$ cat src/rtl/isa_shared_pkg.sv
// Shared ISA-level types and constants used by the front-end pipeline.
package isa_shared_pkg;

  // Bytes per instruction word; the fetch PC advances by this amount.
  localparam int unsigned INSTR_BYTES = 4;

  // Fetch stage state: normal fetching, or halted on a misaligned redirect target.
  typedef enum logic {
    FETCH_RUN   = 1'b0,
    FETCH_FAULT = 1'b1
  } fetch_state_t;

endpackage

$ cat src/rtl/sync_fifo.sv
// Synchronous FIFO with flush, used as the in-order prefetch queue.
// Ports:
//   clk, rst_n      clock and synchronous active-low reset
//   flush           empty the FIFO at this edge (dominates push/pop)
//   push, wdata     write an entry
//   pop             drop the head entry (ignored when empty)
//   rdata           head entry, combinational
//   count           number of valid entries
//   empty, full     occupancy flags
module sync_fifo #(
  parameter int unsigned WIDTH = 64,
  parameter int unsigned DEPTH = 4
) (
  input  logic                     clk,
  input  logic                     rst_n,
  input  logic                     flush,
  input  logic                     push,
  input  logic                     pop,
  input  logic [WIDTH-1:0]         wdata,
  output logic [WIDTH-1:0]         rdata,
  output logic [$clog2(DEPTH):0]   count,
  output logic                     empty,
  output logic                     full
);

  localparam int unsigned AW = $clog2(DEPTH);
  localparam int unsigned CW = AW + 1;

  logic [WIDTH-1:0] mem_q [DEPTH];
  logic [AW-1:0]    wr_q, wr_d;
  logic [AW-1:0]    rd_q, rd_d;
  logic [CW-1:0]    count_q, count_d;
  logic             push_en, pop_en;

  // Pointer and occupancy next-state; flush overrides everything.
  always_comb begin
    empty   = (count_q == '0);
    full    = (count_q == CW'(DEPTH));
    push_en = push;
    pop_en  = pop && !empty;
    wr_d    = wr_q;
    rd_d    = rd_q;
    count_d = count_q;
    if (push_en) begin
      wr_d = wr_q + AW'(1);
    end
    if (pop_en) begin
      rd_d = rd_q + AW'(1);
    end
    case ({push_en, pop_en})
      2'b10:   count_d = count_q + CW'(1);
      2'b01:   count_d = count_q - CW'(1);
      default: count_d = count_q;
    endcase
    if (flush) begin
      wr_d    = '0;
      rd_d    = '0;
      count_d = '0;
    end
  end

  always_ff @(posedge clk) begin
    if (!rst_n) begin
      wr_q    <= '0;
      rd_q    <= '0;
      count_q <= '0;
    end else begin
      wr_q    <= wr_d;
      rd_q    <= rd_d;
      count_q <= count_d;
    end
  end

  // Storage needs no reset: only entries covered by count are ever observed.
  always_ff @(posedge clk) begin
    if (push_en && !flush) begin
      mem_q[wr_q] <= wdata;
    end
  end

  assign rdata = mem_q[rd_q];
  assign count = count_q;

endmodule

$ cat src/rtl/fetch_unit.sv
// Instruction fetch stage: owns the fetch PC, issues word reads to instruction
// memory, buffers returned words in an in-order prefetch queue and presents
// {instr, instr_pc} to decode over valid/ready. Redirects flush the queue and
// discard every read still in flight.
// Ports:
//   clk, rst_n                 clock and synchronous active-low reset
//   imem_req/addr/gnt          request channel (addr word aligned, held until gnt)
//   imem_rvalid/rdata          in-order response channel
//   instr_valid/ready          queue head handshake; instr, instr_pc = head payload
//   redirect, redirect_pc      new fetch target (takes effect at this edge)
//   fetch_fault                last redirect target was misaligned; fetch halted
module fetch_unit
  import isa_shared_pkg::*;
#(
  parameter int unsigned             DATA_WIDTH = 32,
  parameter logic [DATA_WIDTH-1:0]   RESET_PC   = '0,
  parameter int unsigned             QDEPTH     = 4
) (
  input  logic                  clk,
  input  logic                  rst_n,
  output logic                  imem_req,
  output logic [DATA_WIDTH-1:0] imem_addr,
  input  logic                  imem_gnt,
  input  logic                  imem_rvalid,
  input  logic [DATA_WIDTH-1:0] imem_rdata,
  output logic                  instr_valid,
  input  logic                  instr_ready,
  output logic [DATA_WIDTH-1:0] instr,
  output logic [DATA_WIDTH-1:0] instr_pc,
  input  logic                  redirect,
  input  logic [DATA_WIDTH-1:0] redirect_pc,
  output logic                  fetch_fault
);

  localparam int unsigned AW = $clog2(QDEPTH);
  localparam int unsigned CW = AW + 1;
  localparam int unsigned SW = CW + 1;
  localparam logic [DATA_WIDTH-1:0] PC_STEP = DATA_WIDTH'(INSTR_BYTES);

  fetch_state_t          state_q, state_d;
  logic [DATA_WIDTH-1:0] fetch_pc_q, fetch_pc_d;
  logic [DATA_WIDTH-1:0] resp_pc_q, resp_pc_d;
  logic [CW-1:0]         outst_q, outst_d;
  logic [CW-1:0]         discard_q, discard_d;

  logic [CW-1:0]           q_count;
  logic                    q_empty, q_full;
  logic                    q_push, q_pop;
  logic [2*DATA_WIDTH-1:0] q_rdata;
  logic                    credit_ok, grant;
  logic [DATA_WIDTH-1:0]   target_pc;

  // Request and queue control. Credit counts both queued and in-flight words,
  // so a response always has a free slot waiting for it.
  always_comb begin
    target_pc   = {redirect_pc[DATA_WIDTH-1:2], 2'b00};
    credit_ok   = (SW'(q_count) + SW'(outst_q)) < SW'(QDEPTH);
    imem_req    = rst_n && (state_q == FETCH_RUN) && !redirect && credit_ok;
    imem_addr   = fetch_pc_q;
    grant       = imem_req && imem_gnt;
    instr_valid = !q_empty;
    q_pop       = instr_valid && instr_ready;
    q_push      = imem_rvalid && (discard_q == '0) && !redirect;
    fetch_fault = (state_q == FETCH_FAULT);
  end

  assign {instr, instr_pc} = q_rdata;

  // Next-state for the FSM, PCs and read accounting.
  always_comb begin
    state_d    = state_q;
    fetch_pc_d = fetch_pc_q;
    resp_pc_d  = resp_pc_q;
    outst_d    = outst_q;
    discard_d  = discard_q;

    if (grant) begin
      fetch_pc_d = fetch_pc_q + PC_STEP;
      outst_d    = outst_d + CW'(1);
    end
    if (imem_rvalid) begin
      outst_d = outst_d - CW'(1);
      if (discard_q != '0) begin
        discard_d = discard_q - CW'(1);
      end
    end
    if (q_push) begin
      resp_pc_d = resp_pc_q + PC_STEP;
    end

    // No grant happens in a redirect cycle, so every read still in flight after
    // this edge belongs to the old path and must be dropped.
    if (redirect) begin
      fetch_pc_d = target_pc;
      resp_pc_d  = target_pc;
      discard_d  = outst_d;
      state_d    = (redirect_pc[1:0] != 2'b00) ? FETCH_FAULT : FETCH_RUN;
    end
  end

  always_ff @(posedge clk) begin
    if (!rst_n) begin
      state_q    <= FETCH_RUN;
      fetch_pc_q <= RESET_PC;
      resp_pc_q  <= RESET_PC;
      outst_q    <= '0;
      discard_q  <= '0;
    end else begin
      state_q    <= state_d;
      fetch_pc_q <= fetch_pc_d;
      resp_pc_q  <= resp_pc_d;
      outst_q    <= outst_d;
      discard_q  <= discard_d;
    end
  end

  sync_fifo #(
    .WIDTH (2 * DATA_WIDTH),
    .DEPTH (QDEPTH)
  ) u_queue (
    .clk   (clk),
    .rst_n (rst_n),
    .flush (redirect),
    .push  (q_push),
    .pop   (q_pop),
    .wdata ({imem_rdata, resp_pc_q}),
    .rdata (q_rdata),
    .count (q_count),
    .empty (q_empty),
    .full  (q_full)
  );

  // Credit accounting must make a push into a full queue impossible.
  a_no_overflow: assert property (@(posedge clk) disable iff (!rst_n) !(q_push && q_full));

endmodule

$ cat config.mk
export PLATFORM = sky130hd
export DESIGN_NAME = fetch_unit
export DESIGN_NICKNAME = d
export VERILOG_FILES = /design/src/rtl/isa_shared_pkg.sv /design/src/rtl/sync_fifo.sv /design/src/rtl/fetch_unit.sv
export SDC_FILE = /design/constraint.sdc
export NUM_CORES = 1
export LEC_CHECK = 0
export CORE_MARGIN = 10
export CORE_UTILIZATION = 40
export DETAILED_ROUTE_END_ITERATION = 10
export HOLD_SLACK_MARGIN = 0.03
export PLACE_DENSITY = 0.7
export SYNTH_ARGS = -nofsm -noshare
export SYNTH_HDL_FRONTEND = slang
export SYNTH_SLANG_ARGS = --single-unit
$ cat constraint.sdc
create_clock -name clk -period 4.6 [get_ports clk]
set_input_delay 1.38 -clock clk [delete_from_list [all_inputs] [get_ports clk]]
set_output_delay 1.38 -clock clk [all_outputs]
set_load 0.05 [all_outputs]
== After elaboration in Yosys (flattened, before gate mapping) ==
Memories as Yosys holds them, arrays and structs flattened. A register that Yosys moved wholly into a read port is not among the register bits.
Cells that the tools add are included.
Storage, ports and cells
  bits in registers: 78
  RAM bits: 256
  bits of input ports: 70
  output and inout port bits: 99
  word-level logic and storage cells: 63
  memories kept: 1
Operators by class
  add/subtract/negate cells: 10
  $lt $le $gt $ge: 1
  equal/unequal tests: 2
  muxes and demuxes: 15
  bitwise gates (word level): 2
  reduce and logical (&&, ||, !) cells: 22
Memory list
  u_queue.mem_q: words 4, width 64, rd ports 1, clocked after memory_dff 1, wr ports 1, line sync_fifo.sv:29  | logic [WIDTH-1:0] mem_q [DEPTH];
Operator list (number)
  32-bit 2-to-1 mux: 4
  32-bit by 3-bit adder with 32-bit output, second input constant: 2
  3-bit 2-to-1 mux: 5
  2-bit nonzero test: 6
  1-bit logical AND: 9
  3-bit by 1-bit subtractor with 3-bit output, second input constant: 3
  3-bit by 1-bit adder with 3-bit output, second input constant: 2
  3-bit zero test: 2
  3-bit one-hot mux with 2 select lines: 1
  2-bit by 1-bit adder with 2-bit output, second input constant: 2
  3-bit by 3-bit adder with 4-bit output: 1
  4-bit by 3-bit < comparator with 1-bit output, second input constant: 1
  2-bit 2-to-1 mux: 2
  1-bit 2-to-1 mux: 3
  3-bit nonzero test: 1
  2-bit by 1-bit == test with 1-bit output, second input constant: 1
  2-bit == test, second input constant: 1
  1-bit zero test: 2
  1-bit inverter: 2
  2-bit AND reduction: 1
  2-bit OR reduction: 1

== Longest topological paths before layout ==
Gate-level depths: netlist of run 1.
  word-level depth: 9
  depth in mapped cells: 12

== By module ==
Synthesis of run 1 repeated with hierarchy kept, for this count alone.
Unflattened totals
  cell total of the unflattened synthesis: 859
  area total of the unflattened synthesis: 13639.3 um^2
By module, submodules not included
  sync_fifo: times used 1, cells each 386, area an instance 9769.4 um^2, sequential area each 7867.5 um^2
  fetch_unit: times used 1, cells each 473, area an instance 3870.0 um^2, sequential area each 1341.3 um^2

== Least setup slack after synthesis of run 1 ==
No wires, ideal clock.
  path type: input to register
  from: input port imem_rvalid
  to: memory u_queue.mem_q[0][10] (enable)
  library setup time: 0.427 ns
  data arrival time: 3.551 ns
  setup slack: 0.622 ns
  cell stages on the path: 4
  cells stage by stage: buf_2 > and3b_1 > clkbuf_1 > and3_1
Between the ends
  cells in the longest elaborated chain, start to end: 5
RTL lines
  start, declared: line fetch_unit.sv:24  | input logic imem_rvalid,
  1-bit logical AND (2 in series): line fetch_unit.sv:63  | q_push = imem_rvalid && (discard_q == '0) && !redirect;
  1-bit logical AND: line sync_fifo.sv:76  | if (push_en && !flush) begin
  1-bit 2-to-1 mux: line sync_fifo.sv:76
  1-bit 2-to-1 mux (not written as such): line sync_fifo.sv:77  | mem_q[wr_q] <= wdata;
  end, declared: line sync_fifo.sv:29
Every way passes these cells.

==> results of run 1 <==
power by group through the flow:
| stage | registers (W) | clock network (W) | logic, W |
|---|---|---|---|
| 6_report | 0.00333 | 0.00271 | 0.000629 |
| 5_1_grt | 0.00334 | 0.00290 | 0.000673 |
| 4_1_cts | 0.00333 | 0.00278 | 0.000636 |
| 3_5_place_dp | 0.00339 | 0 | 0.000633 |
| 3_3_place_gp | 0.00338 | 0 | 0.000629 |
| 2_1_floorplan | 0.00342 | 0 | 0.000342 |
worst max-delay path by stage:
stage | startpoint | to | slack, ps | depth (start not counted)
2_1_floorplan | imem_rvalid | u_queue.mem_q[0][10]$_DFFE_PP_ | 620 | 4
3_3_place_gp | redirect | imem_req | 670 | 4
3_5_place_dp | redirect | imem_req | 640 | 4
4_1_cts | flip-flop | instr_pc[15] | 300 | 3
5_1_grt | flip-flop | instr_pc[22] | 220 | 3
6_report | flip-flop | instr_pc[27] | 400 | 3
worst max-delay path, delay by kind of cell, from the launching register on:
| family | cells | cell delay [ps] |
|---|---|---|
| mux | 1 | 520 |
| buf+inv | 2 | 1100 |
| flops | 1 | 690 |
metal layers:
layer  vias up  share of wire [%]  wire (um)  track usage, %
met5         -                  0          0               0
met4         0                1.5        433            3.41
met3        34                7.9       2320            4.08
met2       283                 44      13000            21.0
met1      3866                 46      13700            20.3
li1       3620                  -          -               -
logic make-up after synthesis:
logic type,after synthesis,share of synthesized area [%]
flip-flops,324,68.5
buffers and inverters,65,2.09
multiplexers,66,11.0
XOR/XNOR,42,2.81
adder cells (fa/ha/maj),14,1.39
other,1,0.0286
AND/OR/NAND/NOR,183,7.88
AO/OA/AOI/OAI,140,6.33
stage by stage:
stage,worst slack [ps],util [%]
floorplan,622,-
global placement,672,47.2
detailed placement,640,47.2
CTS,298,50.6
global route,222,50.6
finish,400,50.6
registers in the layout, indices dropped and copies added (netlist names), named ones only:
register,count
outst_q,3
u_queue.rd_q,2
u_queue.wr_q,2
fetch_fault,1
discard_q,3
resp_pc_q,30
u_queue.mem_q,248
imem_addr,30
u_queue.count,3
layout make-up:
cell class | instances | area, um^2 | share of cell area [%]
Tap cell | 442 | 553 | 3.37
Timing Repair Buffer | 181 | 1850 | 11.3
Sequential cell | 324 | 8970 | 54.6
Multi-Input combinational cell | 449 | 3870 | 23.6
Clock inverter | 20 | 191 | 1.16
Inverter | 17 | 63.8 | 0.388
Clock buffer | 43 | 927 | 5.64
cells in the final DEF, fill, tap and decap left out, types with 13 or more instances in the layout:
master           instances
nor3_1                  13
mux4_2                  62
nand2_1                 49
clkbuf_16               36
nand3_1                 16
ha_1                    13
a31oi_1                 14
edfxtp_1               248
clkdlybuf4s50_1        163
nor2_1                  31
dfxtp_1                 74
a21oi_1                 50
o21ai_0                 42
nand4_1                 17
xor2_1                  13
xnor2_1                 29
inv_1                   15
==> impl_metrics.py, run 1 <==
metrics = {
    "clock_network": {
        "clk_latency_ps": 520,
        "cts-hold-fix-buffers": 0,
        "cts-root-buf": "clkbuf_16",
        "path_clk_slew_ps": 60,
        "cts.sinks": 324,
        "cts_buffer_depth": 3,
        "cts-htree-levels": 2,
        "numCtsBuffers": 36,
        "post_cts_buffers": 0,
        "cts_resized": 0,
        "cts_tree": "built",
    },
    "die": {
        "rows": 66,
        "start_util_pct": 40.4,
        "die_area_um2": 40400,
        "die_y_um": 201,
        "core-area_um2": 32500,
        "io_pins": 169,
        "die_w_um": 201,
    },
    "global_routing": {
        "grt_pass1_vias": 7918,
        "antenna_found_initial": 0,
        "grt.overflow.total": 0,
        "grt_max_degree": 73,
        "grt_pass1_wl_mm": 46.1,
        "grt_usage_pct": 14.2,
    },
    "yosys": {
        "synth_top_area_cell": "edfxtp_1",
        "synthTopCellsByArea": "edfxtp_1, dfxtp_1, mux4_2",
        "ys_top_cells_by_count": "edfxtp_1, dfxtp_1, mux4_2",
        "ys_async_sr_fraction_pct": 0,
        "synth_area_per_cell_um2": 15.7,
        "ys_warn_count": 0,
        "yosys.area.top_type_share_pct": 56.9,
        "ys.flop_type": "edfxtp_1",
        "synthCells": 835,
        "synth_cell_type_count": 59,
        "syn_area_um2": 13100,
        "ys_ff_latch": 324,
        "synth_edf_count": 248,
        "yosysSeqAreaShare_pct": 68.5,
        "synth.most_common_cell": "edfxtp_1",
    },
    "worst_setup_path": {
        "worstSetupPathType": "flip-flop to output port",
        "slowest_delay_ps": 780,
        "rr_startpoint": "discard_q[0]$_SDFFE_PN0P_",
        "rr_endpoint": "u_queue.count[2]$_SDFFE_PP0P_",
        "crit_path_max_fanout": 24,
        "worst_ep_required_time_ps": 3220,
        "ff2ff_path_depth": 11,
        "worstPathCellList": "buf_4, mux4_2, clkdlybuf4s50_1",
        "cp-start-kind": "flip-flop",
        "r2r_slack_ps": 2090,
        "critPathSlowestCell": "clkdlybuf4s50_1",
        "cp-end-kind": "output port",
        "cp.arrival_ps": 2820,
    },
    "job": {
        "drv_cap": 0,
    },
    "cells_and_area": {
        "diodes": 0,
        "finalNetCount": 1093,
        "drive_above_1_share_pct": 14.6,
        "filler_cell_count": 2681,
        "syn2layout_area_growth_pct": 25.5,
        "design_area_um2": 16400,
        "stdcell_count": 1476,
    },
    "power_and_ir_drop": {
        "p_int_w": 0.00510,
        "p_total_w": 0.00667,
        "switchingPower_w": 0.00157,
        "max-vdd-ir-drop_uv": 243,
        "pwr-share-seq_pct": 49.9,
        "leakagePower_nw": 5.28,
        "power_density_nw_per_um2": 406,
        "switching_share_pct": 23.5,
        "power_frac_clock_pct": 40.7,
        "comb_power_share_pct": 9.4,
    },
    "route": {
        "drc": 0,
        "viasPerCell": 5.29,
        "antenna_left": 0,
        "vias": 7803,
        "drtPass1Iterations": 5,
        "wl_per_cell_um": 20.0,
        "drt_iter0_markers": 472,
        "wl_mm": 29.5,
    },
    "worst_hold_path": {
        "holdPathEnd": "imem_addr[7]$_SDFFE_PN0P_",
        "whs_path_depth": 2,
        "hold_class": "flip-flop to flip-flop",
        "min-delay-start": "imem_addr[7]$_SDFFE_PN0P_",
    },
    "placed_design": {
        "dpl.hpwl_mm": 19.3,
        "gp_congestion": 0.793,
        "io_buffer_count": 164,
        "place_area_um2": 15300,
        "dp_cells": 1413,
    },
    "timing": {
        "timing.hold.ws_ps": 515,
        "skew_ps": 18.0,
        "slew_viol_final": 0,
        "rsz0062_at_grt": "false",
        "worstMarginPinSlew_ps": 713,
        "clock.fmax_mhz": 238,
        "max_slew_margin_pct": 52.3,
        "hold_viol": 0,
        "final-setup-viol-count": 0,
        "tns_ps": 0,
        "fin_crit_ps": 4200,
        "period_share_pct": 91.3,
    },
    "outcome": {
        "status": "completed",
    },
}
Power figures use the tool's default switching activity.
==> run 2: changes to the inputs <==
Settings changed: CORE_MARGIN 10 to default.
==> run 2 against run 1 <==
Flip-flop and latch count unchanged. Clock power decreased by 4%. Die area decreased by 17%. Total power decreased by 1.5%. Fmax increased by 3.2%. Worst setup slack improved by 130 ps. Global-route usage increased by 2.3 points. Critical path depth unchanged. Register-to-register slack improved by 90 ps. Design area increased by 0.11%. Critical path type unchanged.
==> impl_metrics.py, run 2 (same netlist as run 1, synthesis figures left out) <==
metrics = {
    "clock_network": {
        "numCtsBuffers": 35,
        "post_cts_buffers": 0,
        "cts-htree-levels": 2,
        "cts_resized": 0,
        "cts_buffer_depth": 3,
        "cts-hold-fix-buffers": 0,
        "clk_latency_ps": 510,
        "cts-root-buf": "clkbuf_16",
        "path_clk_slew_ps": 60,
        "cts.sinks": 324,
        "cts_tree": "built",
    },
    "worst_setup_path": {
        "r2r_slack_ps": 2180,
        "rr_endpoint": "imem_addr[10]$_SDFFE_PN0P_",
        "cp.arrival_ps": 2690,
        "worstSetupPathType": "flip-flop to output port",
        "ff2ff_path_depth": 7,
        "cp-end-kind": "output port",
        "crit_path_max_fanout": 50,
        "worst_ep_required_time_ps": 3220,
        "rr_startpoint": "u_queue.count[2]$_SDFFE_PP0P_",
        "cp-start-kind": "flip-flop",
    },
    "timing": {
        "clock.fmax_mhz": 246,
        "tns_ps": 0,
        "timing.hold.ws_ps": 528,
        "rsz0062_at_grt": "false",
        "hold_viol": 0,
        "final-setup-viol-count": 0,
        "max_slew_margin_pct": 48.8,
        "skew_ps": 13.9,
        "period_share_pct": 88.5,
        "fin_crit_ps": 4070,
        "slew_viol_final": 0,
        "worstMarginPinSlew_ps": 768,
    },
    "route": {
        "drc": 0,
        "drt_iter0_markers": 537,
        "vias": 7728,
        "wl_mm": 27.7,
        "viasPerCell": 5.27,
        "wl_per_cell_um": 18.9,
        "antenna_left": 0,
        "drtPass1Iterations": 4,
    },
    "global_routing": {
        "grt.overflow.total": 0,
        "grt_util_met2_pct": 26.6,
        "grt_pass1_vias": 7732,
        "grt_max_degree": 51,
        "grt_usage_pct": 16.6,
        "use_met1_pct": 23.1,
        "grt_pass1_wl_mm": 43.3,
        "antenna_found_initial": 0,
        "busiest_layer": "met2",
        "grt.met3_usage_pct": 3.49,
    },
    "cells_and_area": {
        "most-common-layout-cells": "edfxtp_1, clkdlybuf4s50_1, dfxtp_1",
        "diodes": 0,
        "drive_above_1_share_pct": 14.4,
        "finalNetCount": 1094,
        "design_area_um2": 16500,
        "largest_reg_flops": 248,
        "syn2layout_area_growth_pct": 25.6,
        "largest-register": "u_queue.mem_q",
        "final_common_cell": "edfxtp_1",
    },
    "power_and_ir_drop": {
        "comb_power_share_pct": 9.6,
        "power_frac_clock_pct": 39.8,
        "leakagePower_nw": 5.27,
        "power_density_nw_per_um2": 399,
        "p_int_w": 0.00504,
        "max-vdd-ir-drop_uv": 221,
        "pwr-share-seq_pct": 50.6,
        "switchingPower_w": 0.00153,
        "switching_share_pct": 23.3,
    },
    "die": {
        "rows": 65,
        "start_util_pct": 41.1,
        "io_pins": 169,
        "core-area_um2": 31900,
        "die_y_um": 183,
        "die_area_um2": 33500,
        "die_w_um": 183,
    },
    "outcome": {
        "status": "completed",
    },
    "placed_design": {
        "place_area_um2": 15400,
        "gp_congestion": 0.814,
        "io_buffer_count": 164,
        "dpl.hpwl_mm": 17.9,
    },
    "worst_hold_path": {
        "hold_class": "flip-flop to flip-flop",
        "holdPathEnd": "imem_addr[31]$_SDFFE_PN0P_",
        "whs_path_depth": 2,
        "min-delay-start": "imem_addr[31]$_SDFFE_PN0P_",
    },
    "job": {
        "drv_cap": 0,
    },
}
run 2: worst max-delay path by stage:
stage	from	end	slack, ps	cells past startpoint
2_1_floorplan	imem_rvalid	u_queue.mem_q[0][10]$_DFFE_PP_	620	4
3_3_place_gp	redirect	imem_req	710	4
3_5_place_dp	redirect	imem_req	670	4
4_1_cts	flip-flop	instr_pc[27]	480	3
5_1_grt	flip-flop	instr_pc[27]	400	3
6_report	flip-flop	instr[16]	530	3
run 2: routing by layer:
| metal | vias to the layer above | routed length [um] |
|---|---|---|
| li1 | 3616 | - |
| met1 | 3801 | 12600 |
| met2 | 277 | 12700 |
| met3 | 34 | 1930 |
| met4 | 0 | 447 |
| met5 | - | 0 |
run 2: layout make-up:
type                            count  area, um^2
Clock buffer                       46         980
Clock inverter                     13        83.8
Fill cell                        2671       15400
Inverter                           17        63.8
Multi-Input combinational cell    449        3890
Sequential cell                   324        8980
Tap cell                          435         544
Timing Repair Buffer              183        1920
run 2: power groups by stage:
| stage | clock [W] | combinational (W) | sequential [W] |
|---|---|---|---|
| after global routing | 0.00278 | 0.000675 | 0.00334 |
| after global placement | 0 | 0.000628 | 0.00338 |
| after floorplan | 0 | 0.000342 | 0.00342 |
| final | 0.00261 | 0.000632 | 0.00333 |
| after detailed placement | 0 | 0.000633 | 0.00338 |
| after CTS | 0.00268 | 0.000637 | 0.00332 |
run 2: per-stage QoR:
step	worst slack (ps)	cells	utilization [%]	power [W]
final	531	1467	51.6	0.00657
after global routing	398	1467	51.6	0.00679
after CTS	476	1467	51.6	0.00664
after detailed placement	672	1408	48.3	0.00402
after global placement	715	1408	48.3	0.00401
after floorplan	622	838	-	0.00376
run 2: critical path, stage by stage (launching register included):
cell and delay (ps):
dfxtp_4 860, buf_4 290, mux4_2 320, clkdlybuf4s50_1 720
==> run 3: changes to the inputs <==
Settings changed: CAP_MARGIN from default to 20.
Clock period 4.6 ns to 5.1 ns, I/O delays scaled along.
==> run 3 against run 2 <==
Worst hold slack lost 7.7 ps. Design area shrank 0.52%. Cell count shrank 0.20%. Sequential power shrank 9.9%. Clock skew grew 4.8 ps. Die area is the same. Clock power shrank 8.8%. Non-clock buffer count shrank 5. Combinational power shrank 11%. Critical path type unchanged. Largest cell class unchanged.
==> impl_metrics.py, run 3 (same netlist as run 1, synthesis figures left out) <==
metrics = {
    "power_and_ir_drop": {
        "switching_share_pct": 23.0,
        "comb_power_share_pct": 9.5,
        "leakagePower_nw": 5.24,
        "switchingPower_w": 0.00137,
        "power_frac_clock_pct": 40.0,
        "power_density_nw_per_um2": 363,
        "p_int_w": 0.00457,
        "p_total_w": 0.00594,
        "pwr-share-seq_pct": 50.5,
        "max-vdd-ir-drop_uv": 196,
    },
    "job": {
        "drv_cap": 0,
    },
    "cells_and_area": {
        "filler_cell_count": 2704,
        "drive_above_1_share_pct": 13.7,
        "final_common_cell": "edfxtp_1",
        "largest_reg_flops": 248,
        "largest-register": "u_queue.mem_q",
        "diodes": 0,
        "most-common-layout-cells": "edfxtp_1, clkdlybuf4s50_1, dfxtp_1",
        "stdcell_count": 1464,
        "syn2layout_area_growth_pct": 25.0,
        "finalNetCount": 1089,
        "design_area_um2": 16400,
    },
    "route": {
        "vias": 7816,
        "antenna_left": 0,
        "wl_per_cell_um": 18.8,
        "drt_iter0_markers": 547,
        "wl_mm": 27.5,
        "viasPerCell": 5.34,
        "drc": 0,
        "drtPass1Iterations": 5,
    },
    "global_routing": {
        "antenna_found_initial": 0,
        "grt.overflow.total": 0,
        "grt_max_degree": 63,
        "grt_usage_pct": 16.5,
        "grt_pass1_wl_mm": 42.9,
        "grt_pass1_vias": 7791,
    },
    "clock_network": {
        "cts_resized": 0,
        "clk_latency_ps": 500,
        "numCtsBuffers": 35,
        "cts-hold-fix-buffers": 0,
        "cts_buffer_depth": 3,
        "post_cts_buffers": 0,
        "cts.sinks": 324,
        "path_clk_slew_ps": 60,
        "cts_tree": "built",
        "cts-htree-levels": 2,
        "cts-root-buf": "clkbuf_16",
    },
    "worst_hold_path": {
        "holdPathEnd": "u_queue.count[2]$_SDFFE_PP0P_",
        "whs_path_depth": 2,
        "min-delay-start": "u_queue.count[2]$_SDFFE_PP0P_",
        "hold_class": "flip-flop to flip-flop",
    },
    "worst_setup_path": {
        "worstSetupPathType": "flip-flop to output port",
        "rr_endpoint": "u_queue.count[2]$_SDFFE_PP0P_",
        "worstPathCellList": "buf_12, mux4_2, clkdlybuf4s50_1",
        "crit_family": "buffers and inverters",
        "critPathSlowestCell": "dfxtp_4",
        "worst_ep_required_time_ps": 3570,
        "ff2ff_path_depth": 11,
        "crit_buf_inv": 2,
        "crit_path_max_fanout": 30,
        "slowest_delay_ps": 770,
        "cp-end-kind": "output port",
        "rr_startpoint": "discard_q[0]$_SDFFE_PN0P_",
        "r2r_slack_ps": 2590,
        "cp.arrival_ps": 2890,
        "cp-start-kind": "flip-flop",
    },
    "die": {
        "die_y_um": 183,
        "io_pins": 169,
        "start_util_pct": 41.1,
        "die_area_um2": 33500,
        "die_w_um": 183,
        "core-area_um2": 31900,
        "rows": 65,
    },
    "timing": {
        "final-setup-viol-count": 0,
        "max_slew_margin_pct": 37.6,
        "clock.fmax_mhz": 226,
        "tns_ps": 0,
        "slew_viol_final": 0,
        "period_share_pct": 86.6,
        "skew_ps": 18.8,
        "worstMarginPinSlew_ps": 936,
        "hold_viol": 0,
        "rsz0062_at_grt": "false",
        "timing.hold.ws_ps": 520,
        "fin_crit_ps": 4420,
    },
    "placed_design": {
        "place_area_um2": 15300,
        "dp_cells": 1403,
        "gp_congestion": 0.817,
        "io_buffer_count": 164,
        "dpl.hpwl_mm": 17.6,
    },
    "outcome": {
        "status": "completed",
    },
}
run 3: worst max path at each step:
stage	slack, ps	to	startpoint	cells past startpoint
detailed placement	840	u_queue.count[2]$_SDFFE_PP0P_	redirect	11
CTS	590	instr[4]	flip-flop	3
finish	680	instr[4]	flip-flop	3
global placement	870	u_queue.count[2]$_SDFFE_PP0P_	redirect	11
floorplan	970	u_queue.mem_q[0][10]$_DFFE_PP_	imem_rvalid	4
global route	510	instr[21]	flip-flop	3
run 3: stage by stage:
| stage | util [%] | setup slack [ps] |
|---|---|---|
| 6_report | 51.3 | 681 |
| 5_1_grt | 51.3 | 512 |
| 4_1_cts | 51.3 | 591 |
| 3_5_place_dp | 48.0 | 839 |
| 3_3_place_gp | 48.0 | 869 |
| 2_1_floorplan | - | 972 |
run 3: worst register-to-register path, delay by kind of cell (launching register included):
family | cells | cell delay (ps)
simple gates | 3 | 860
fa+ha+maj | 3 | 770
flops | 1 | 340
buf+inv | 3 | 180
xor+xnor | 1 | 150
compound gates | 1 | 140
run 3: metal layers:
metal | share of wire, % | up-vias | GRT usage (%)
li1 | - | 3615 | -
met1 | 45 | 3870 | 23.1
met2 | 46 | 286 | 26.1
met3 | 6.5 | 45 | 3.06
met4 | 2.2 | 0 | 5.23
met5 | 0 | - | 0
run 3: final cells by class:
cell class / count / area [um^2] / area share, %
multi-input combinational: 449 / 3890 / 23.7
clock buffer: 48 / 967 / 5.91
timing repair buffer: 178 / 1820 / 11.1
clock inverter: 13 / 111 / 0.680
tap: 435 / 544 / 3.33
inverter: 17 / 63.8 / 0.390
sequential: 324 / 8980 / 54.8
run 3: power groups by stage:
stage | Sequential (W) | Clock (W) | Combinational, W
final | 0.00300 | 0.00238 | 0.000561
after global routing | 0.00301 | 0.00254 | 0.000598
after floorplan | 0.00308 | 0 | 0.000309
after CTS | 0.00300 | 0.00244 | 0.000566
after global placement | 0.00305 | 0 | 0.000558
after detailed placement | 0.00305 | 0 | 0.000563
